### src/rtl/clock_enable_gen.sv
// Multi-channel clock divider: 50% square wave plus one-cycle rising-edge tick per channel,
// runtime divisor updates through a single pending slot, global sync phase alignment.
module clock_enable_gen #(
   parameter int NUM_CH = 4,
   parameter int CNT_W  = 27,
   parameter logic [NUM_CH*CNT_W-1:0] DIV_INIT =
      {27'd99999, 27'd9999999, 27'd24999999, 27'd49999999}
) (
   input  logic              clk,
   input  logic              rst,
   input  logic [NUM_CH-1:0] ch_en,
   input  logic              sync,
   input  logic              cfg_valid,
   output logic              cfg_ready,
   input  logic [2:0]        cfg_ch,
   input  logic [CNT_W-1:0]  cfg_div,
   output logic              cfg_err,
   output logic [NUM_CH-1:0] clk_out,
   output logic [NUM_CH-1:0] tick
);

   logic              pend_valid;
   logic [2:0]        pend_ch;
   logic [CNT_W-1:0]  pend_div;
   logic [NUM_CH-1:0] apply;
   logic              accept;
   logic              ch_ok;

   assign accept    = cfg_valid && cfg_ready;
   assign ch_ok     = ({1'b0, cfg_ch} < 4'(NUM_CH));
   assign cfg_ready = !pend_valid;

   always_ff @(posedge clk) begin
      if (rst) begin
         pend_valid <= 1'b0;
         pend_ch    <= '0;
         pend_div   <= '0;
         cfg_err    <= 1'b0;
      end else begin
         cfg_err <= accept && !ch_ok;
         if (|apply) begin
            pend_valid <= 1'b0;
         end else if (accept && ch_ok) begin
            pend_valid <= 1'b1;
            pend_ch    <= cfg_ch;
            pend_div   <= cfg_div;
         end
      end
   end

   for (genvar i = 0; i < NUM_CH; i++) begin : g_ch
      logic [CNT_W-1:0] cnt;
      logic [CNT_W-1:0] div;
      logic [CNT_W-1:0] div_nx;
      logic             lvl;
      logic             tk;
      logic             term;

      assign term = (cnt == div);
      // New divisor only lands where cnt is, or is about to be, zero: no runt pulse
      assign apply[i] = pend_valid && (pend_ch == 3'(i)) &&
                        (sync || !ch_en[i] || term);
      assign div_nx = apply[i] ? pend_div : div;

      always_ff @(posedge clk) begin
         if (rst) begin
            cnt <= '0;
            lvl <= 1'b0;
            tk  <= 1'b0;
            div <= DIV_INIT[i*CNT_W +: CNT_W];
         end else begin
            div <= div_nx;
            if (sync || !ch_en[i]) begin
               cnt <= '0;
               lvl <= 1'b0;
               tk  <= 1'b0;
            end else if (term) begin
               cnt <= '0;
               lvl <= ~lvl;
               tk  <= ~lvl;
            end else begin
               cnt <= cnt + CNT_W'(1);
               tk  <= 1'b0;
            end
         end
      end

      assign clk_out[i] = lvl;
      assign tick[i]    = tk;
   end

endmodule

### config.mk
export PLATFORM = sky130hd
export DESIGN_NAME = clock_enable_gen
export DESIGN_NICKNAME = d
export VERILOG_FILES = /design/src/rtl/clock_enable_gen.sv
export SDC_FILE = /design/constraint.sdc
export NUM_CORES = 1
export LEC_CHECK = 0
export ABC_AREA = 1
export ABC_CLOCK_PERIOD_IN_PS = 1890
export BUFFER_PORTS_ARGS = -buffer_cell sky130_fd_sc_hd__buf_2
export CORE_ASPECT_RATIO = 0.9
export CORE_MARGIN = 2
export CORE_UTILIZATION = 62
export CTS_CLUSTER_DIAMETER = 80
export CTS_CLUSTER_SIZE = 30
export DETAILED_ROUTE_END_ITERATION = 16
export GPL_ROUTABILITY_DRIVEN = 0
export PLACE_DENSITY = 0.91
export SLEW_MARGIN = 40
export SYNTH_ARGS = -nofsm -noshare
export SYNTH_HDL_FRONTEND = slang
export SYNTH_SLANG_ARGS = --single-unit
### constraint.sdc
create_clock -name clk -period 1.89 [get_ports clk]
set_input_delay 0.2835 -clock clk [delete_from_list [all_inputs] [get_ports clk]]
set_output_delay 0.2835 -clock clk [all_outputs]
set_load 0.03 [all_outputs]
After elaboration in Yosys (flattened, before gate mapping)
Cells that the tools add are included.
{"block": "totals", "register_bits": 256, "in_bits": 38, "out_inout_bits": 10, "wordCells": 82}
{"block": "classes", "add_sub_neg": 4, "magnitude_cmp": 1, "eq_ne": 7, "n_bitwise": 9, "reduce_logical": 41}
{"operator": "27-bit by 1-bit adder with 27-bit output, second input constant", "count": 4}
{"operator": "27-bit equality test", "count": 4}
{"operator": "3-bit OR reduction", "count": 8}
{"operator": "1-bit logical AND", "count": 11}
{"operator": "1-bit NOT", "count": 9}
{"operator": "1-bit logical OR", "count": 8}
{"operator": "2-bit OR reduction", "count": 4}
{"operator": "3-bit by 2-bit equality test with 1-bit output, second input constant", "count": 2}
{"operator": "1-bit zero test", "count": 6}
{"operator": "5-bit OR reduction", "count": 1}
{"operator": "4-bit OR reduction", "count": 1}
{"operator": "3-bit by 1-bit equality test with 1-bit output, second input constant", "count": 1}
{"operator": "3-bit zero test", "count": 1}
{"operator": "3-bit < comparator, second input constant", "count": 1}
{"operator": "2-bit AND reduction", "count": 1}

Depth between registers and ports, before layout
Gate-level depths: netlist of run 1.
{"block": "depth", "word_depth": 7, "ltp_mapped": 14, "depth_no_buf": 13}

Worst setup path before layout of run 1
No wires, ideal clock.
{"block": "synth_path", "kind": "flip-flop to flip-flop", "start": "register g_ch[2].cnt[0]", "end": "register g_ch[2].cnt[22]", "setup_time_ns": 0.120, "arrival_time_ns": 1.525, "t_required_ns": 1.770, "slack_ns": 0.246, "stages_incl_launch_ff": 13, "n_path_buf": 0, "synth_period_minus_slack_ns": 1.644, "path_cell_list": "dfxtp_1 ha_1 nand2_1 inv_2 nand2_2 nor2_4 nand3_2 nor2_4 nand2_2 nor2_4 nand2_1 o21ai_1 a21oi_1"}
{"block": "synth_between", "elab_chain_cells": 2, "elab_cells_between_ends": 3, "classes_between": "add/sub: 1; eq/ne: 1; reduce/logical: 1"}
{"element": "start, declared", "line": "52", "rtl": "logic [CNT_W-1:0] cnt;"}
{"element": "start signal, assigned", "line": "82", "rtl": "cnt <= cnt + CNT_W'(1);"}
{"element": "branches (longest 2 deep; another with 27-bit by 1-bit adder with 27-bit output)"}
Parallel ways; which one is timed is not known.
A chain may end at the register's enable or synchronous reset.

Worst setup path after layout of run 1
{"block": "layout_path", "start": "register pend_valid", "end": "register g_ch[2].div[11]"}
{"block": "layout_between", "elab_chain_cells": 2}
{"element": "start, declared", "line": "22", "rtl": "logic pend_valid;"}
{"element": "start signal, assigned", "line": "35", "rtl": "pend_valid <= 1'b0;"}
{"element": "start signal, assigned", "line": "42", "rtl": "pend_valid <= 1'b0;"}
{"element": "start signal, assigned", "line": "44", "rtl": "pend_valid <= 1'b1;"}
{"element": "1-bit logical AND (2 in series)", "line": "61", "rtl": "assign apply[i] = pend_valid && (pend_ch == 3'(i)) &&"}
{"element": "end signal, assigned", "line": "70", "rtl": "div <= DIV_INIT[i*CNT_W +: CNT_W];"}
{"element": "end signal, assigned", "line": "72", "rtl": "div <= div_nx;"}
{"element": "end, declared", "line": "53", "rtl": "logic [CNT_W-1:0] div;"}
No other way between the ends.

==> results of run 1 <==
-- cell families (layout without fill, tap and decap cells) --
| group | after synthesis | in the layout | synth area share [%] |
|---|---|---|---|
| AOI/OAI and AO/OA | 173 | 173 | 8.18 |
| xor gates and xnor gates | 141 | 141 | 10.6 |
| adders and majority gates | 4 | 4 | 0.430 |
| buffers and inverters | 197 | 296 | 7.33 |
| DFF | 256 | 256 | 44.1 |
| and+or+nand+nor | 785 | 785 | 29.4 |
-- power by group through the flow --
stage	Sequential, µW	Combinational (µW)	Clock [µW]
after CTS	5670	566	3000
after global placement	5790	533	0
after floorplan	5710	380	0
after detailed placement	5790	560	0
after global routing	5680	671	3180
final	5680	604	2970
-- layout make-up --
cell class                      instances  area, µm²
Timing Repair Buffer                  139       1080
Clock inverter                          1       16.3
Inverter                              140        554
Sequential cell                       256       5170
Clock buffer                           16        337
Fill cell                            1273       5050
Tap cell                              245        307
Multi-Input combinational cell       1103       5890
-- worst min-delay path: cells and delay by family --
family                 cells  cell delay, ns
buffers and inverters      1            0.08
and+or+nand+nor            2            0.12
-- worst paths after layout --
check | start | to | slack (ns) | depth (start not counted)
worst max-delay path | pend_valid | g_ch[2].div[11] | -0.06 | 6
worst min register to register | g_ch[1].cnt[0] | g_ch[1].cnt[0] | 0.45 | 1
worst max register to register | pend_valid | g_ch[2].div[11] | -0.06 | 6
worst min-delay path | cfg_div[23] | pend_div[23] | 0.03 | 3
-- sequential cells by signal, indices dropped and copies added (netlist names) --
signal,cells
pend_valid,1
cfg_err,1
pend_ch,3
g_ch.cnt,108
g_ch.tk,4
g_ch.lvl,4
g_ch.div,108
pend_div,27
-- Yosys cell counts (9+ instances only) --
cell | count | area [µm²]
sky130_fd_sc_hd__nand3_1 | 64 | 320
sky130_fd_sc_hd__nand2_1 | 316 | 1190
sky130_fd_sc_hd__o21ai_0 | 82 | 410
sky130_fd_sc_hd__dfxtp_1 | 256 | 5120
sky130_fd_sc_hd__nor3b_1 | 9 | 67.6
sky130_fd_sc_hd__nor4_1 | 9 | 56.3
sky130_fd_sc_hd__a21oi_1 | 48 | 240
sky130_fd_sc_hd__inv_1 | 125 | 469
sky130_fd_sc_hd__clkbuf_1 | 20 | 75.1
sky130_fd_sc_hd__xor2_1 | 39 | 342
sky130_fd_sc_hd__nor2_2 | 11 | 68.8
sky130_fd_sc_hd__buf_4 | 12 | 90.1
sky130_fd_sc_hd__xnor2_1 | 102 | 893
sky130_fd_sc_hd__o211ai_1 | 30 | 225
sky130_fd_sc_hd__nand4_1 | 24 | 150
sky130_fd_sc_hd__nor3_1 | 33 | 165
sky130_fd_sc_hd__buf_2 | 18 | 90.1
sky130_fd_sc_hd__inv_2 | 11 | 41.3
sky130_fd_sc_hd__nor2_1 | 274 | 1030
sky130_fd_sc_hd__nand2_2 | 10 | 62.6
-- layout by cell type (no fill, tap or decap), types with 14 or more instances in the layout --
cell type / Yosys / final
sky130_fd_sc_hd__nand2_1: 316 / 307
sky130_fd_sc_hd__nor2_1: 274 / 265
sky130_fd_sc_hd__dfxtp_1: 256 / 234
sky130_fd_sc_hd__inv_1: 125 / 124
sky130_fd_sc_hd__xnor2_1: 102 / 102
sky130_fd_sc_hd__buf_4: 12 / 78
sky130_fd_sc_hd__o21ai_0: 82 / 67
sky130_fd_sc_hd__nand3_1: 64 / 57
sky130_fd_sc_hd__buf_2: 18 / 48
sky130_fd_sc_hd__a21oi_1: 48 / 47
sky130_fd_sc_hd__xor2_1: 39 / 39
sky130_fd_sc_hd__nor3_1: 33 / 31
sky130_fd_sc_hd__o211ai_1: 30 / 30
sky130_fd_sc_hd__nand4_1: 24 / 24
sky130_fd_sc_hd__o21ai_1: 8 / 21
sky130_fd_sc_hd__clkbuf_16: 0 / 16
sky130_fd_sc_hd__nor2_2: 11 / 14
sky130_fd_sc_hd__dfxtp_2: 0 / 14
-- layer usage --
| metal | global-route usage, % | routed length (µm) | vias to the layer above |
|---|---|---|---|
| met2 | 48.5 | 14400 | 469 |
| met3 | 5.24 | 2990 | 106 |
| met4 | 10.9 | 1190 | 0 |
| met1 | 37.5 | 12000 | 4883 |
| li1 | - | - | 5133 |
| met5 | 0 | 0 | - |
-- through the flow --
step           total power, µW  utilization, %  worst slack, ns
2_1_floorplan             6090               -            0.246
3_3_place_gp              6320            68.2           0.0446
3_5_place_dp              6350            68.2           -0.111
4_1_cts                   9230            70.2          -0.0128
5_1_grt                   9530            72.6           -0.177
6_report                  9250            72.6          -0.0627
-- what timing repair did --
action | 4_1_cts | 5_1_grt
gates resized for setup | 11 | 99
gates cloned | 0 | 4
endpoints found under the setup margin | 22 | 128
hold buffers | 0 | 0
buffers inserted | 0 | 9
pin swaps | 1 | 19
==> run summary, run 1 <==
TritonCTS sink count - 256
Worst Path Max Fanout - 10
violations in the final reports - setup timing
Power Dens Cells - 692 nW/µm²
min setup slack post-route - -0.0627 ns
Max-Slew Margin vs Limit - 48.2%
post-route standard cell area excluding fillers - 13,400 µm²
Antenna Diode Count - 0
class of the most critical hold timing path - in2reg
synthesis-to-finish area growth - 14.9%
Required @ worst endpoint - 2.28 ns
minimum clock period - 1.95 ns
clock tree from TritonCTS - done
post-route setup TNS - -0.240 ns
routed wire length per instance - 16.1 µm
number of buffers inserted during clock tree synthesis - 12
number of cells in the finished layout apart from fillers - 1,900
delay of the slowest critical-path stage - 0.68 ns
instance area at placement - 12,500 µm²
clk buf depth - 3
result of the run - finished, violations left
number of nets in the synthesized netlist - 1,598
number of DRC violations after detailed-routing iteration 0 - 951
Worst-Skew Late Latency - 0.49 ns
grt total ovfl - 0
category of the critical setup timing path - reg2reg
Cell Chain, Critical Path - inv_1 -> nor4_1 -> nand2_4 -> clkbuf_16 -> o21ai_0 -> nor2_1
number of rows in the core area - 47
critical path launch point type - register
Yosys warning total - 0
antenna violations before repair - 0
worst hold margin - 0.0255 ns
remaining number of nets flagged by the antenna check after routing - 0
number of placed I/O pins - 48
post-route fraction of the period consumed by the critical path - 103%
HPWL after DPL - 21,200 µm
Internal Power - 7020 µW
type of destination of the critical path - register
leak pwr - 0.00526 µW
global router's overall resource usage - 29.0%
CTS H-tree depth - 1
global-route wire length before repair - 46,700 µm
Peak Freq - 0.512 GHz
most common flop cell mapped by yosys - sky130_fd_sc_hd__dfxtp_1
final routed wirelength across all metal layers - 30,500 µm
Worst Tran Pin Value - 0.770 ns
CTS Root Buffer Type - sky130_fd_sc_hd__clkbuf_16
number of max-cap violations - 0
mean area per synthesized cell - 7.47 µm²
number of cells produced by synthesis - 1,556
clock transition at the register clock pins on the worst setup and hold paths after CTS - 0.11 ns
portion of total power attributed to the clock network - 32.1%
number of nets in the layout - 1,694
Worst Skew - 0.0154 ns
total number of vias - 10,600
layout cells sized above 1 - 16.3%
input/output buffers - 47
Unique masters post-synth - 43
height of the die - 134 µm
DP Cell Count - 1,870
Synth Cell Area - 11,600 µm²
final count of hold timing violations - 0
via density per instance - 5.57
chip width - 148 µm
number of buffers and inverters on the critical path - 2
Peak VDD IR - 0.000652 V
kind of cell adding the most delay to the critical path - simple AND/OR/NAND/NOR gates
DR DRC count - 0
EDFF count, synth - 0
number of global-route vias before repair - 9,837
Sw Pwr - 2230 µW
number of iterations in the first detailed-routing pass - 6
Floorplan Core Area - 18,400 µm²
maximum number of pins on one net before global-route repair - 60
register area share after synthesis - 44.1%
crit path DAT - 2.34 ns
Die ar. - 19,900 µm²
Final Max Tran Viols - 0
critical-path cell with the highest stage delay - sky130_fd_sc_hd__nor4_1
number of endpoints failing setup at the final stage - 11
Initial Utilization - 63.2%
total of flip-flops plus latches after synthesis - 256
sequential share of power - 61.4%
share of total power consumed by net switching - 24.1%
Async S/R FF share, synth - 0%
unrepaired setup endpoints after global routing - yes
logic gate share of total power - 6.5%
No activity file was read; power rests on OpenSTA's default activity.
==> run 2: changes to the inputs <==
--- a/config.mk
+++ b/config.mk
@@ -11,10 +11,10 @@
 export CORE_ASPECT_RATIO = 0.9
 export CORE_MARGIN = 2
-export CORE_UTILIZATION = 62
+export CORE_UTILIZATION = 42
 export CTS_CLUSTER_DIAMETER = 80
 export CTS_CLUSTER_SIZE = 30
 export DETAILED_ROUTE_END_ITERATION = 16
 export GPL_ROUTABILITY_DRIVEN = 0
-export PLACE_DENSITY = 0.91
+export PLACE_DENSITY = 0.69
 export SLEW_MARGIN = 40
 export SYNTH_ARGS = -nofsm -noshare
==> constraint.sdc (replaced) <==
create_clock -name clk -period 1.89 [get_ports clk]
set_input_delay 0.2835 -clock clk [delete_from_list [all_inputs] [get_ports clk]]
set_output_delay 0.2835 -clock clk [all_outputs]
set_load 0.005 [all_outputs]
==> run 2 against run 1 <==
Effect of this change:
- the run now ends clean
- total power rose by 4.5%
- core utilization decreased by 22 points
- clock power grew 14%
- sequential power barely moved
- largest cell class unchanged
==> run summary, run 2 (same netlist as run 1, synthesis figures left out) <==
flop2flop setup slack - 0.03 ns
Layout Utilization - 50.8%
clock transition at the register clock pins on the worst setup and hold paths after CTS - 0.11 ns
antenna violations before repair - 0
Hold Startpoint - cfg_div[23]
depth of the worst register-to-register path - 12
Peak VDD IR - 0.000615 V
number of endpoints failing setup at the final stage - 0
Required @ worst endpoint - 2.25 ns
grt total ovfl - 0
number of DRC violations after detailed-routing iteration 0 - 733
clock tree from TritonCTS - done
number of instances on the worst hold path - 3
class of the most critical hold timing path - in2reg
worst hold endpoint - pend_div[23]
top flop regs - g_ch.cnt: 108 flops, g_ch.div: 108 flops, pend_div: 27 flops
number of buffers inserted during clock tree synthesis - 13
HPWL after DPL - 21,600 µm
category of the critical setup timing path - reg2reg
Worst Path Max Fanout - 5
launch instance of the worst register-to-register path - g_ch[2].cnt[1]
global router's overall resource usage - 19.8%
routed wire length per instance - 14.5 µm
number of placed I/O pins - 48
most common library cell in the layout ignoring fill and taps - sky130_fd_sc_hd__nand2_1
layout cells sized above 1 - 17.9%
height of the die - 162 µm
minimum clock period - 1.86 ns
final routed wirelength across all metal layers - 29,700 µm
result of the run - complete, no violations
number of nets in the layout - 1,728
synthesis-to-finish area growth - 18.5%
TritonCTS sink count - 256
Peak Freq - 0.539 GHz
Cell Chain, Critical Path - ha_4 -> nand2_2 -> inv_2 -> nand2_4 -> nor2_4 -> nand3_4 -> nor2_4 -> nand2_2 -> nor2_4 -> nand2_2 -> o21ai_2 -> a21oi_1
input/output buffers - 47
count of hold-fix buffers inserted at cts - 0
post-route fraction of the period consumed by the critical path - 98.2%
Power Dens Cells - 701 nW/µm²
DR DRC count - 0
CTS Root Buffer Type - sky130_fd_sc_hd__clkbuf_16
crit path DAT - 2.21 ns
reg-to-reg endpoint - g_ch[2].cnt[22]
delay of the slowest critical-path stage - 0.40 ns
number of max-cap violations - 0
maximum number of pins on one net before global-route repair - 62
final count of hold timing violations - 0
Worst-Skew Late Latency - 0.49 ns
Max-Slew Margin vs Limit - 48.6%
min setup slack post-route - 0.0340 ns
worst setup slack before clock tree synthesis - -0.00869 ns
worst setup path startpoint - g_ch[2].cnt[1]
remaining number of nets flagged by the antenna check after routing - 0
worst hold margin - 0.0233 ns
Initial Utilization - 42.9%
total area of multi-input combinational cells - 5930 µm²
total number of vias - 10,100
CTS H-tree depth - 1
leak pwr - 0.00540 µW
final-layout fill cell count - 2,607
number of global-route vias before repair - 9,150
Worst Skew - 0.0239 ns
via density per instance - 4.95
global-route wire length before repair - 46,000 µm
Antenna Diode Count - 0
type of destination of the critical path - register
unrepaired setup endpoints after global routing - yes
number of rows in the core area - 57
register area - 5150 µm²
most frequent cells in the layout - sky130_fd_sc_hd__nand2_1 (305), sky130_fd_sc_hd__nor2_1 (264), sky130_fd_sc_hd__dfxtp_1 (242)
Die ar. - 29,000 µm²
critical path launch point type - register
Worst Tran Pin Value - 0.764 ns
critical-path cell with the highest stage delay - sky130_fd_sc_hd__dfxtp_4
clk buf depth - 3
Final Max Tran Viols - 0
chip width - 179 µm
number of iterations in the first detailed-routing pass - 5
Floorplan Core Area - 27,100 µm²
==> run 2: changes by cell type in the layout (fill, tap and decap cells not counted), sizes merged <==
cell,previous run,this run
nand2,326,327
buf,136,171
inv,137,140
clkbuf,19,15
clkinv,4,3
bufinv,0,1
==> run 2: report_power, final <==
group	internal [µW]	leakage, µW	switching [µW]
Sequential	5510	0.00208	167
Clock	1540	0.000209	1840
Combinational	243	0.00311	362
Total	7290	0.00540	2370
==> run 2: worst max-delay path by stage <==
stage	to	cells past startpoint	slack, ns
3_3_place_gp	g_ch[2].cnt[22]	12	0.03
5_1_grt	g_ch[2].cnt[22]	12	-0.07
6_report	g_ch[2].cnt[22]	12	0.03
3_5_place_dp	g_ch[1].cnt[24]	10	-0.009
2_1_floorplan	g_ch[2].cnt[22]	12	0.25
4_1_cts	g_ch[2].cnt[22]	12	0.001
==> run 2: cell type report <==
class,instances,area share (%)
inverter,140,3.97
tap,354,3.22
multi-input combinational,1104,43.1
clock buffer,15,2.56
timing repair buffer,171,9.29
sequential,256,37.4
clock inverter,4,0.509
==> run 2: per-layer routing <==
layer  part of all wire, %  GRT usage (%)
met1                    45           28.0
met2                    46           31.4
met3                   6.8           3.28
met4                   2.4           5.17
met5                     0              0
==> run 2: per-stage QoR <==
step,cells,setup TNS (ns),power [µW],instance area [µm²]
3_3_place_gp,1997,0,6350,12800
6_report,2044,0,9660,13800
5_1_grt,2044,-0.402,9990,13800
4_1_cts,2016,0,9690,13200
3_5_place_dp,1997,-0.00869,6360,12800
2_1_floorplan,1556,0,6090,11600
==> run 2: critical path, delay by kind of cell (launching register included) <==
kind | cells | cell delay, ns
AND/OR/NAND/NOR | 8 | 0.89
flip-flops | 1 | 0.40
AO/OA/AOI/OAI | 2 | 0.21
adder cells (fa/ha/maj) | 1 | 0.14
buffers and inverters | 1 | 0.07
==> run 2: timing repair <==
| item | in CTS | in global routing |
|---|---|---|
| resized for setup | 2 | 93 |
| endpoints found under the setup margin | 5 | 143 |
| gates cloned | 0 | 3 |
| pin swaps | 1 | 29 |
| setup buffers | 0 | 25 |
